==> config.mk <==
export PLATFORM = sky130hd
export DESIGN_NAME = ps2_host_tx
export DESIGN_NICKNAME = d
export VERILOG_FILES = /design/src/rtl/ps2_host_tx.sv
export SDC_FILE = /design/constraint.sdc
export NUM_CORES = 1
export LEC_CHECK = 0
export CELL_PAD_IN_SITES_DETAIL_PLACEMENT = 1
export CELL_PAD_IN_SITES_GLOBAL_PLACEMENT = 2
export CORE_AREA = 8 8 99 101
export DETAILED_ROUTE_END_ITERATION = 16
export DIE_AREA = 0 0 107 109
export PLACE_DENSITY_LB_ADDON = 0.3
export RECOVER_POWER = 25
export REMOVE_ABC_BUFFERS = 1
export SYNTH_ARGS = -nofsm -noshare
export SYNTH_HDL_FRONTEND = slang
export SYNTH_SLANG_ARGS = --single-unit
==> constraint.sdc <==
create_clock -name clk -period 4.25 [get_ports clk]
set_input_delay 1.275 -clock clk [delete_from_list [all_inputs] [get_ports clk]]
set_output_delay 1.275 -clock clk [all_outputs]
set_load 0.005 [all_outputs]
==> src/rtl/ps2_host_tx.sv <==
// PS/2 host-to-device transmitter: request-to-send handshake, 11-bit frame, device ACK check.
// Drives the open-drain keyboard pads through active-high pull-low controls only.
module ps2_host_tx #(
    parameter int INHIBIT_CYCLES = 10000,
    parameter int TIMEOUT_CYCLES = 2000000
) (
    input  logic       clk,
    input  logic       rst,
    input  logic       edge_found,
    input  logic       kb_data_sync,
    input  logic       tx_start,
    input  logic [7:0] tx_data,
    output logic       tx_busy,
    output logic       tx_done,
    output logic       tx_error,
    output logic       kb_clk_drive_low,
    output logic       kb_data_drive_low
);

    localparam int INH_W = $clog2(INHIBIT_CYCLES + 1);
    localparam int WD_W  = $clog2(TIMEOUT_CYCLES + 1);
    localparam logic [INH_W-1:0] INH_LAST = INH_W'(INHIBIT_CYCLES - 1);
    localparam logic [WD_W-1:0]  WD_LAST  = WD_W'(TIMEOUT_CYCLES - 1);

    typedef enum logic [2:0] {
        IDLE    = 3'd0,
        INHIBIT = 3'd1,
        REQ     = 3'd2,
        SEND    = 3'd3,
        ACK     = 3'd4,
        DONE    = 3'd5
    } state_t;

    state_t            state_reg, state_next;
    logic [8:0]        shift_reg, shift_next;
    logic [3:0]        bit_cnt_reg, bit_cnt_next;
    logic [INH_W-1:0]  inh_cnt_reg, inh_cnt_next;
    logic [WD_W-1:0]   wdog_reg, wdog_next;
    logic              busy_reg, busy_next;
    logic              done_reg, done_next;
    logic              error_reg, error_next;
    logic              clk_low_reg, clk_low_next;
    logic              data_low_reg, data_low_next;
    logic              wdog_expired;

    assign wdog_expired = (wdog_reg >= WD_LAST);

    always_ff @(posedge clk or negedge rst) begin
        if (!rst) begin
            state_reg    <= IDLE;
            shift_reg    <= '0;
            bit_cnt_reg  <= '0;
            inh_cnt_reg  <= '0;
            wdog_reg     <= '0;
            busy_reg     <= 1'b0;
            done_reg     <= 1'b0;
            error_reg    <= 1'b0;
            clk_low_reg  <= 1'b0;
            data_low_reg <= 1'b0;
        end else begin
            state_reg    <= state_next;
            shift_reg    <= shift_next;
            bit_cnt_reg  <= bit_cnt_next;
            inh_cnt_reg  <= inh_cnt_next;
            wdog_reg     <= wdog_next;
            busy_reg     <= busy_next;
            done_reg     <= done_next;
            error_reg    <= error_next;
            clk_low_reg  <= clk_low_next;
            data_low_reg <= data_low_next;
        end
    end

    always_comb begin
        state_next    = state_reg;
        shift_next    = shift_reg;
        bit_cnt_next  = bit_cnt_reg;
        inh_cnt_next  = inh_cnt_reg;
        wdog_next     = wdog_reg;
        data_low_next = data_low_reg;
        done_next     = 1'b0;
        error_next    = 1'b0;

        unique case (state_reg)
            IDLE: begin
                data_low_next = 1'b0;
                if (tx_start) begin
                    shift_next   = {~^tx_data, tx_data};
                    bit_cnt_next = '0;
                    inh_cnt_next = '0;
                    state_next   = INHIBIT;
                end
            end
            INHIBIT: begin
                if (inh_cnt_reg >= INH_LAST) begin
                    data_low_next = 1'b1;
                    state_next    = REQ;
                end else begin
                    inh_cnt_next = inh_cnt_reg + 1'b1;
                end
            end
            REQ: begin
                wdog_next  = '0;
                state_next = SEND;
            end
            SEND, ACK: begin
                if (wdog_reg != '1) begin
                    wdog_next = wdog_reg + 1'b1;
                end
                if (edge_found) begin
                    bit_cnt_next = bit_cnt_reg + 4'd1;
                    if (state_reg == ACK) begin
                        // Device pulls data low to acknowledge on the 11th falling edge.
                        done_next  = ~kb_data_sync;
                        error_next = kb_data_sync;
                        state_next = DONE;
                    end else if (bit_cnt_reg < 4'd9) begin
                        data_low_next = ~shift_reg[0];
                        shift_next    = {1'b0, shift_reg[8:1]};
                    end else begin
                        data_low_next = 1'b0;
                        state_next    = ACK;
                    end
                end else if (wdog_expired) begin
                    data_low_next = 1'b0;
                    error_next    = 1'b1;
                    state_next    = IDLE;
                end
            end
            DONE: begin
                data_low_next = 1'b0;
                state_next    = IDLE;
            end
            default: begin
                data_low_next = 1'b0;
                state_next    = IDLE;
            end
        endcase

        clk_low_next = (state_next == INHIBIT) || (state_next == REQ);
        busy_next    = (state_next != IDLE);
    end

    assign tx_busy           = busy_reg;
    assign tx_done           = done_reg;
    assign tx_error          = error_reg;
    assign kb_clk_drive_low  = clk_low_reg;
    assign kb_data_drive_low = data_low_reg;

endmodule

==> metrics.txt <==
status finished, final reports clean; most frequent cells after synthesis dfrtp_1, nand2_1, o21ai_0, nand3_1, nor2_1; Yosys top cell by area dfrtp_1; fraction of layout cells with a size suffix above 1 approximately a tenth; CTS Buf Count 5; cells after synthesis 329; die width around 110 µm; Worst Setup Start Kind input pin; Worst Hold Class register to register; Simple-Gate Fraction of Synth Area about a quarter; vias in the first global route 2,678; crit-path max FO 17; DP Wirelength 5.56 mm; Nets 360; Core Area 8380 µm²; CTS Buffer Depth 2; Slew @ Worst Pin 1170 ps; Final Hold Viols 0; die area 11,700 µm²; DRT antenna net count 0; Compound-Gate Fraction of Synth Area ~18%; vias per inst about 5.5; area of the multi-input gates 1680 µm²; first-pass GRT wire length 13.7 mm; GRT Overall Usage 14.5%; Final min period 3180 ps; via count 2,508; final-report setup violation count 0; gr busiest metal met2; Final GP Congestion 0.749; diodes inserted 0; GRT overflow 0; CTS Hold Bufs 0; sequential element share of the synthesized area between 40 and 50%; share of the synthesized area in the top cell type ~44%; Setup Skew 10.7 ps; Post-synth EDFFs 0; Die Y 109 µm; count leader, synth dfrtp_1; WL final 7.76 mm; worst hold slack 487 ps; Adder-Cell Fraction of Synth Area around 1.6%; fillers ~960; Synth Flop Type dfrtp_1; met2 GRT Util between 20% and 30%; CTS tree yes; clk sinks 56; WL/cell ~17 µm; postcts setup bufs 0; XOR/XNOR share of the synthesized area roughly 3.9%; IO Count 18; Root Driver clkbuf_8; post-route clock period utilization 74.9%; Reg clk slew, reported paths approximately 100 ps; initial antenna violation count 0; Crit Path Class input pin to register; DRT Pass-1 Iters 4; top cells by area, synth dfrtp_1, mux2i_1, o21ai_0, nand2_1, nand3_1; Power Density 486 nW/µm²; IR drop worst, VDD 0.000199 V; mux cell area share after synthesis under 10%; met1 usage 19.3%; Max-cap violations 0; clk_lat worst skew 310 ps; Leak Pwr 1.46 nW; Yosys reg bits 56; Synth Warn # 0; Area Growth Syn to Fin 11.0%; Syn Std Cell Area 3180 µm²; post_cts resized 0; CP required around 4500 ps; largest net degree at the start of global routing 37; CP endpoint kind register; Unique masters post-synth 59; WP data arrival 3420 ps; max FFs per register 21; FF+latch area approximately 1400 µm²; RSZ-0062 raised after global routing false; I/O Buffers 17; H-tree levels 2; Slew HR 22.0%; DRC Markers 0; Slew Limit Fails 0; met3 usage 2.36%; f_max 314 MHz; row count 34; Setup Total Neg Slack 0 ps; Mean Syn Cell Area 9.65 µm²; initial detailed-routing violation count 87; Post-synth ARST share between 90% and 100%; largest family of logic cells by synthesized area simple AND/OR/NAND/NOR gates; Starting Density 37.9%
## final cells by class
type | count | share of cell area (%)
Clock buffer | 5 | 1.95
Tap cell | 108 | 3.83
Clock inverter | 3 | 0.532
Sequential cell | 56 | 39.8
Inverter | 11 | 1.17
Multi-Input combinational cell | 249 | 47.5
Timing Repair Buffer | 20 | 5.22
## per-stage QoR
stage                     setup WS [ps]  area, µm²  util, %  power, mW  cells
after floorplan                    1130       3110        -       1.19    316
after global placement              858       3440     41.1       1.41    444
after detailed placement            816       3440     41.1       1.44    444
after CTS                          1130       3530     42.1       1.74    452
after global routing                945       3520     42.1       1.86    452
final                              1070       3520     42.1       1.71    452
## path summary, 6_finish.rpt
check	start	to	slack (ps)	cells after the start
hold reg to reg	shift_reg[0]$_DFFE_PN0P_	shift_reg[0]$_DFFE_PN0P_	490	2
setup / recovery	tx_start	inh_cnt_reg[7]$_DFFE_PN0P_	1070	5
max in group asynchronous	rst	wdog_reg[16]$_DFFE_PN0P_	1560	2
setup reg to reg	state_reg[0]$_DFF_PN0_	wdog_reg[11]$_DFFE_PN0P_	1630	5
hold / removal	shift_reg[0]$_DFFE_PN0P_	shift_reg[0]$_DFFE_PN0P_	490	2
min in group asynchronous	rst	inh_cnt_reg[12]$_DFFE_PN0P_	1170	1
## metal layers
layer  routed length (µm)  vias to the layer above  part of all wire [%]
li1                     -                     1241                     -
met4                   91                        0                   1.2
met5                    0                        -                     0
met1                 3860                     1243                    50
met3                  114                        7                   1.5
met2                 3690                       17                    48
## cells by family (layout without fill, tap and decap cells)
logic type / after synthesis / after routing
and+or+nand+nor: 134 / 134
AOI/OAI and AO/OA: 82 / 82
DFF: 56 / 56
buffers and inverters: 24 / 39
muxes: 15 / 15
xor gates and xnor gates: 14 / 14
adders and majority gates: 4 / 4
## placed cells by master, fill, tap and decap left out, types with 11 or more instances in the layout
| master | instances |
|---|---|
| nand2_1 | 29 |
| clkdlybuf4s50_1 | 15 |
| a21oi_1 | 12 |
| mux2i_1 | 13 |
| nor2_1 | 20 |
| o21ai_0 | 25 |
| o31ai_1 | 11 |
| dfrtp_1 | 56 |
| inv_1 | 11 |
| xnor2_1 | 12 |
| nand3_1 | 21 |
## critical path, cell delays in order
cell and delay (ps):
dlygate4sd3_1 560, or4b_1 680, o21a_4 280, or4_1 470
a21oi_1 160
## power by group
group	switching [mW]	internal, mW	total (mW)
sequential	0.129	0.649	0.778
clock	0.183	0.116	0.299
combinational	0.377	0.259	0.636
total	0.690	1.02	1.71
(Power assumes the default switching activity.)
